**config.mk**
```make
export PLATFORM = sky130hd
export DESIGN_NAME = shift_add_multiplier_flat
export DESIGN_NICKNAME = d
export VERILOG_FILES = /design/src/rtl/shift_add_multiplier_if.sv /design/src/rtl/shift_add_multiplier.sv /design/src/flat_wrapper.sv
export SDC_FILE = /design/constraint.sdc
export NUM_CORES = 1
export LEC_CHECK = 0
export BUFFER_PORTS_ARGS = -buffer_cell sky130_fd_sc_hd__buf_2
export CAP_MARGIN = 15
export CELL_PAD_IN_SITES_DETAIL_PLACEMENT = 1
export CELL_PAD_IN_SITES_GLOBAL_PLACEMENT = 1
export CORE_ASPECT_RATIO = 0.8
export CORE_MARGIN = 3
export CORE_UTILIZATION = 38
export DETAILED_ROUTE_END_ITERATION = 8
export PLACE_DENSITY = 0.77
export SYNTH_ARGS = -nofsm -noshare
export SYNTH_HDL_FRONTEND = slang
export SYNTH_HIERARCHICAL = 1
export SYNTH_SLANG_ARGS = --single-unit
```
**constraint.sdc**
```tcl
create_clock -name clk -period 2.2 [get_ports clk]
set_clock_uncertainty 0.05 [all_clocks]
set_input_delay 0.33 -clock clk [delete_from_list [all_inputs] [get_ports clk]]
set_output_delay 0.33 -clock clk [all_outputs]
set_load 0.005 [all_outputs]
```
**src/rtl/shift_add_multiplier_if.sv**
```systemverilog
// Operand/result handshake bundle for the shift-and-add multiplier.
// The master drives operands and accepts products; the slave is the multiplier.
interface shift_add_multiplier_if #(parameter int WIDTH = 4);
  logic               in_valid;
  logic               in_ready;
  logic [WIDTH-1:0]   a;
  logic [WIDTH-1:0]   b;
  logic               out_valid;
  logic               out_ready;
  logic [2*WIDTH-1:0] product;

  modport master (output in_valid, a, b, out_ready,
                  input  in_ready, out_valid, product);
  modport slave  (input  in_valid, a, b, out_ready,
                  output in_ready, out_valid, product);
endinterface

```
**src/rtl/shift_add_multiplier.sv**
```systemverilog
// Sequential unsigned WIDTH x WIDTH multiplier: one ripple add plus one right
// shift per cycle, valid/ready on both the operand and the result side.
module shift_add_multiplier_fa (
  input  logic x,
  input  logic y,
  input  logic ci,
  output logic s,
  output logic co
);
  assign s  = x ^ y ^ ci;
  assign co = (x & y) | (ci & (x ^ y));
endmodule

module shift_add_multiplier #(
  parameter int WIDTH = 4
) (
  input  logic                  clk,
  input  logic                  rst_n,
  shift_add_multiplier_if.slave bus
);
  localparam int CW = $clog2(WIDTH + 1);
  localparam logic [CW-1:0] CNT_INIT = CW'(WIDTH);
  localparam logic [CW-1:0] CNT_LAST = CW'(1);

  typedef enum logic [1:0] {IDLE, CALC, DONE} state_t;

  state_t           state;
  logic [WIDTH-1:0] m, acc, q;
  logic [CW-1:0]    cnt;

  logic [WIDTH:0]   cy;
  logic [WIDTH-1:0] sum;
  logic             c;
  logic [WIDTH-1:0] add_s, acc_nx, q_nx;

  // Ripple-carry adder: one full-adder cell per bit, cin tied low.
  assign cy[0] = 1'b0;
  for (genvar i = 0; i < WIDTH; i++) begin : g_fa
    shift_add_multiplier_fa u_fa (
      .x (acc[i]),
      .y (m[i]),
      .ci(cy[i]),
      .s (sum[i]),
      .co(cy[i+1])
    );
  end

  // The carry lives only between add and shift; it always shifts into A's MSB.
  assign c      = q[0] & cy[WIDTH];
  assign add_s  = q[0] ? sum : acc;
  assign acc_nx = {c, add_s[WIDTH-1:1]};
  assign q_nx   = {add_s[0], q[WIDTH-1:1]};

  always_ff @(posedge clk or negedge rst_n) begin
    if (!rst_n) begin
      state         <= IDLE;
      bus.in_ready  <= 1'b1;
      bus.out_valid <= 1'b0;
      bus.product   <= '0;
      m             <= '0;
      acc           <= '0;
      q             <= '0;
      cnt           <= '0;
    end else begin
      case (state)
        IDLE: if (bus.in_valid) begin
          m            <= bus.a;
          q            <= bus.b;
          acc          <= '0;
          cnt          <= CNT_INIT;
          state        <= CALC;
          bus.in_ready <= 1'b0;
        end
        CALC: begin
          acc <= acc_nx;
          q   <= q_nx;
          cnt <= cnt - 1'b1;
          if (cnt == CNT_LAST) begin
            bus.product   <= {acc_nx, q_nx};
            bus.out_valid <= 1'b1;
            state         <= DONE;
          end
        end
        DONE: if (bus.out_ready) begin
          bus.out_valid <= 1'b0;
          bus.in_ready  <= 1'b1;
          state         <= IDLE;
        end
        default: begin
          state         <= IDLE;
          bus.in_ready  <= 1'b1;
          bus.out_valid <= 1'b0;
        end
      endcase
    end
  end
endmodule

```
**src/flat_wrapper.sv**
```systemverilog
// flat-port wrapper written by rule: the top's interface ports become plain ports
module shift_add_multiplier_flat 
#(
  parameter int WIDTH = 4
)
  (clk, rst_n, bus_in_valid, bus_a, bus_b, bus_out_ready, bus_in_ready, bus_out_valid, bus_product);
  shift_add_multiplier_if #(.WIDTH(WIDTH)) bus_i ();
  input  logic clk;
  input  logic rst_n;
  input wire logic [$bits(bus_i.in_valid)-1:0] bus_in_valid;
  input wire logic [$bits(bus_i.a)-1:0] bus_a;
  input wire logic [$bits(bus_i.b)-1:0] bus_b;
  input wire logic [$bits(bus_i.out_ready)-1:0] bus_out_ready;
  output wire logic [$bits(bus_i.in_ready)-1:0] bus_in_ready;
  output wire logic [$bits(bus_i.out_valid)-1:0] bus_out_valid;
  output wire logic [$bits(bus_i.product)-1:0] bus_product;
  assign bus_i.in_valid = bus_in_valid;
  assign bus_i.a = bus_a;
  assign bus_i.b = bus_b;
  assign bus_i.out_ready = bus_out_ready;
  assign bus_in_ready = bus_i.in_ready;
  assign bus_out_valid = bus_i.out_valid;
  assign bus_product = bus_i.product;
  shift_add_multiplier #(.WIDTH(WIDTH)) u_core (.clk(clk), .rst_n(rst_n), .bus(bus_i));
endmodule
```
==> Word-level counts from Yosys, hierarchy flattened <==
Index checks and enable logic that the tools add are counted.
{ "totals": {"ff_bits": 27, "in_bits": 12, "out_inout_bits": 10, "elab_cells": 60} }
{ "op_classes": {"add_sub_neg": 1, "n_eq_ne": 6, "muxes": 17, "bitwise": 20, "n_reduce_logical": 8} }
{ "op_table": {"columns": ["cell", "n"], "rows": [
  ["$pmux W4 S2", 2],
  ["$mux W4", 3],
  ["$reduce_and A3 Y1", 3],
  ["$and A1 B1 Y1", 8],
  ["$xor A1 B1 Y1", 7],
  ["$mux W2", 3],
  ["$pmux W1 S3", 2],
  ["$pmux W2 S3", 1],
  ["$pmux W3 S2", 1],
  ["$reduce_and A2 Y1", 3],
  ["$mux W1", 4],
  ["$ne A2 B2 Y1 const B", 2],
  ["$eq A3 B1 Y1 const B", 1],
  ["$mux W3", 1],
  ["$or A1 B1 Y1", 3],
  ["$sub A3 B1 Y3 const B", 1],
  ["$eq A2 B1 Y1 const B", 1],
  ["$eq A2 B2 Y1 const B", 1],
  ["$logic_not A2 Y1", 1],
  ["$ne A2 B1 Y1 const B", 1],
  ["$not A1 Y1", 2],
  ["$reduce_bool A2 Y1", 1]
]} }

==> Longest topological paths before layout <==
{ "depth": {"depth_word": 9, "mapped_depth": 6, "mapped_depth_nobuf": 6} }

==> Modules after synthesis <==
Netlist, hierarchy kept.
{ "by_module_without_submodules": {"columns": ["module", "n_inst", "cells_per_inst", "area_per_inst_um2", "seq_area_each_um2"], "rows": [
  ["shift_add_multiplier", 1, 102, 1161.1, 676.9],
  ["shift_add_multiplier_fa", 4, 1, 20.0, 0.0]
]} }

==> Least setup slack after synthesis <==
OpenSTA, ideal clock, no wires.
{ "synth_path": {"path_kind": "reg2reg", "from": "register u_core.m[0]", "to": "register u_core.acc[2]", "arrival_ns": 2.221, "required_time_ns": 2.021, "slack_ns": -0.200, "stages_incl_launch_ff": 7, "path_buffers": 0, "period_less_slack_ns": 2.400, "cell_sequence": "dfrtp_1 -> fa_1 -> fa_1 -> fa_1 -> fa_1 -> mux2i_1 -> o21ai_0"} }
{ "synth_between": {"elab_chain_len": 8} }
{ "synth_lines": {"columns": ["element", "line", "source"], "rows": [
  ["from (decl)", "shift_add_multiplier.sv:28", "logic [WIDTH-1:0] m, acc, q;"],
  ["from (signal assigned)", "shift_add_multiplier.sv:67", "m <= bus.a;"],
  ["$and A1 B1 Y1", "shift_add_multiplier.sv:11", "assign co = (x & y) | (ci & (x ^ y));"],
  ["via u_core.cy[1]", "shift_add_multiplier.sv:31", "logic [WIDTH:0] cy;"],
  ["$and A1 B1 Y1", "shift_add_multiplier.sv:11", null],
  ["$or A1 B1 Y1", "shift_add_multiplier.sv:11", null],
  ["via u_core.cy[2]", "shift_add_multiplier.sv:31", null],
  ["$and A1 B1 Y1", "shift_add_multiplier.sv:11", null],
  ["$or A1 B1 Y1", "shift_add_multiplier.sv:11", null],
  ["via u_core.cy[3]", "shift_add_multiplier.sv:31", null],
  ["$xor A1 B1 Y1", "shift_add_multiplier.sv:10", "assign s = x ^ y ^ ci;"],
  ["via u_core.sum[3]", "shift_add_multiplier.sv:32", "logic [WIDTH-1:0] sum;"],
  ["$mux W4", "shift_add_multiplier.sv:50", "assign add_s = q[0] ? sum : acc;"],
  ["$pmux W4 S2", "shift_add_multiplier.sv:65", "case (state)"],
  ["to (signal assigned)", "shift_add_multiplier.sv:75", "acc <= acc_nx;"],
  ["to (decl)", "shift_add_multiplier.sv:28", null]
]} }
The timed path passes the listed nets, and every way through them passes these cells.
A chain may end at the register's enable or synchronous reset.

==> Final worst setup path <==
{ "layout_path": {"from": "register u_core.acc[0]", "to": "register u_core.acc[2]"} }
{ "layout_between": {"elab_chain_len": 8} }
{ "layout_lines": {"columns": ["element", "line"], "rows": [
  ["$and A1 B1 Y1", "shift_add_multiplier.sv:11"],
  ["via u_core.cy[1]", "shift_add_multiplier.sv:31"],
  ["$and A1 B1 Y1", "shift_add_multiplier.sv:11"],
  ["$or A1 B1 Y1", "shift_add_multiplier.sv:11"],
  ["via u_core.cy[2]", "shift_add_multiplier.sv:31"],
  ["$and A1 B1 Y1", "shift_add_multiplier.sv:11"],
  ["$or A1 B1 Y1", "shift_add_multiplier.sv:11"],
  ["via u_core.cy[3]", "shift_add_multiplier.sv:31"],
  ["$xor A1 B1 Y1", "shift_add_multiplier.sv:10"],
  ["via u_core.sum[3]", "shift_add_multiplier.sv:32"],
  ["$mux W4", "shift_add_multiplier.sv:50"],
  ["$pmux W4 S2", "shift_add_multiplier.sv:65"]
]} }
The timed path passes the listed nets, and every way through them passes these cells.

==> results by group <==
STA
  – Slew Limit Fails: 0
  – Min cycle time layout: 2.37 ns
  – Setup ws final: -0.175 ns
  – Worst Tran Pin Value: slightly below 0.6 ns
  – Slew HR: 60.4%
  – Final setup vio count: 3
  – RSZ-0062 raised after global routing: yes
  – Hold Fails Final Rpt: 0
  – Final worst-path cycle share: 108%
  – Max Freq: 421 MHz

Clock tree
  – Hold_buf cts: 0
  – Clk slew on worst S/H paths: 0.08 ns
  – CTS H-tree depth: 1
  – Clock Path Buffers: 2
  – TritonCTS clock tree: built
  – Clk sinks: 27
  – CTS Buf Count: 3
  – Clock Tree Root: clkbuf_8
  – Clk_lat worst skew: 0.27 ns

Route
  – Final ANT Viol Nets: 0
  – Drt first-iter violations: 34
  – DRT Pass-1 Iters: 4
  – Routed WL per cell: between 10 and 15 um
  – Residual DRC: 0
  – Routed wire length: 2.51 mm
  – Vias per inst: between 5 and 6
  – Vias post-DR: ~860

Global routing
  – Number of global-route vias before repair: 910
  – Initial antenna violation count: 0
  – Grt ovf: 0
  – Total GRT Usage: 14.0%
  – Largest net degree at the start of global routing: 28
  – First-pass GRT wire length: roughly 4.4 mm

Layout
  – Synthesis-to-layout area growth: 16.7%
  – Layout Nets: 149
  – Ant diodes: 0
  – Most common cell after layout, fill and taps aside: dfrtp_1
  – Most frequent cells in the layout: dfrtp_1, buf_2, nand2_1, nor2_1, o21ai_0
  – Layout cells sized above 1: 32.3%
  – Util after Layout: 49.4%

Power and ir drop
  – Pwr per Cell Area: about 1500 nW/um^2
  – Leakage power: 0.674 nW
  – Worst VDD drop: 0.700 mV

Worst setup path
  – Setup crit start kind: register
  – Slowest stage delay, CP: about 0.54 ns
  – Crit path DAT: 2.52 ns
  – Crit. End Element: register
  – Crit path kind: register to register
  – Ordered cell list for the critical path: fa_2 > fa_2 > fa_2 > fa_2 > mux2i_2 > o21ai_1
  – Critical path fanouts, max: 2
  – Most used cell, CP: fa_2
  – Crit-path slowest cell: fa_2
  – Worst path required time: 2.34 ns

Flow run
  – Max Cap Viol: 0

Floorplanning
  – Die Y: 57.1 um
  – Num ports: 22
  – Core Rows: 17
  – Starting Density: a little over two fifths
  – Horiz. Die Dim: 69.9 um
  – Die area: 3990 um^2
  – Core ar.: a little under 3000 um^2

Outcome
  – Status: finished, violations left
  – Failing checks: setup timing

Synthesis
  – Seq/Total Area, Yosys: 54.5%
  – Cell count after synthesis: 106
  – Synthesized area: 1240 um^2
  – Post-synthesis register bit count: 27
  – Synthesized area per cell: ~12 um^2
  – Syn Nets: 124
  – Count of cell types in the netlist: 27
  – Yosys warnings: 6

Place
  – Port Buffers: 21
  – Placement Setup Slack: -0.219 ns
  – Routability cong.: about 0.79
  – Detailed Place HPWL: 1.86 mm

Min path
  – Hold Path Class: primary input to asynchronous set/reset pin
[metal layers]
layer	wire (um)	share of wire (%)	up-vias	global-route usage, %
met5	0	0	-	0
met4	12	0.48	0	3.28
met3	119	4.8	2	4.75
met2	1200	48	18	22.7
met1	1170	47	428	18.3
li1	-	-	409	-
[cell type report]
type | count | area, um^2
fillers | 327 | 1490
flip-flops and latches | 27 | 677
multi-input cells | 70 | 533
repair buffers | 24 | 128
well taps | 38 | 47.5
clock buffers | 4 | 45.0
inverters | 5 | 18.8
[sequential cells by signal, summed over array words and instances (netlist names)]
register and count:
u_core/bus.in_ready 1, u_core/cnt 3, u_core/state 2, u_core/bus.out_valid 1, u_core/acc 4, u_core/bus.product 8
u_core/m 4, u_core/q 4
[power by group]
part	switching [mW]	internal [mW]	leakage, nW	total [mW]
Clock	0.144	0.130	0.0228	0.273
Combinational	0.466	0.480	0.328	0.946
Sequential	0.216	0.746	0.323	0.963
Total	0.826	1.36	0.674	2.18
[through the flow]
step / std cells / setup TNS, ns / power (mW) / instance area [um^2] / hold WS (ns)
after floorplan: 106 / -0.121 / 1.58 / 1250 / -0.0156
after global placement: 162 / -0.244 / 1.82 / 1380 / 0.322
after detailed placement: 162 / -0.504 / 1.89 / 1380 / 0.320
after CTS: 167 / -0.436 / 2.19 / 1440 / 0.0185
after global routing: 168 / -0.615 / 2.40 / 1450 / 0.0336
final: 168 / -0.402 / 2.18 / 1450 / 0.00663
[cells by family after synthesis]
| kind of cell | after synthesis | synth area share [%] |
|---|---|---|
| fa+ha+maj | 6 | 8.47 |
| other cells | 1 | 0.302 |
| mux | 14 | 12.0 |
| compound gates | 23 | 10.7 |
| flops | 27 | 54.5 |
| buf+inv | 9 | 3.63 |
| simple gates | 26 | 10.4 |
[path summary, 6_finish.rpt]
path,startpoint,end,slack [ns],cells after the start
setup / recovery,u_core/acc[0]$_DFFE_PN0P_,u_core/acc[2]$_DFFE_PN0P_,-0.17,6
hold / removal,rst_n,u_core/bus.product[5]$_DFFE_PN0P_,0.007,1
setup reg to reg,u_core/acc[0]$_DFFE_PN0P_,u_core/acc[2]$_DFFE_PN0P_,-0.17,6
hold reg to reg,u_core/bus.in_ready$_DFFE_PN1P_,u_core/bus.in_ready$_DFFE_PN1P_,0.46,2
max in group asynchronous,rst_n,u_core/acc[2]$_DFFE_PN0P_,1.70,1
min in group clk,bus_a[1],u_core/m[1]$_DFFE_PN0P_,0.24,2
[critical path, delay by kind of cell, from the launching register on]
kind,cells,cell delay (ns)
fa+ha+maj,4,1.63
flops,1,0.41
compound gates,1,0.14
mux,1,0.08
[Yosys cell counts]
cell	instances	share of area, %
a21o_1	1	0.61
a21oi_1	5	2.0
a221oi_1	1	0.71
a32o_1	1	0.81
and3b_1	1	0.71
and4bb_4	1	1.3
buf_2	3	1.2
buf_6	1	0.91
conb_1	1	0.30
dfrtp_1	26	52
dfstp_2	1	2.1
fa_1	4	6.5
ha_1	2	2.0
inv_1	5	1.5
mux2_2	7	6.4
mux2i_1	7	5.6
nand2_1	9	2.7
nand2b_1	2	1.0
nand3_1	1	0.40
nor2_1	9	2.7
nor2_2	1	0.50
nor2b_1	2	1.0
o21ai_0	9	3.6
o21ai_1	3	1.2
o21bai_1	1	0.61
o22ai_1	1	0.50
o31ai_1	1	0.61
[what timing repair did]
| item | in CTS | in global routing |
|---|---|---|
| pin swaps | 0 | 1 |
| setup buffers | 1 | 1 |
| gates resized for setup | 2 | 1 |
| setup endpoints to repair | 4 | 4 |
(Power assumes the default switching activity.)
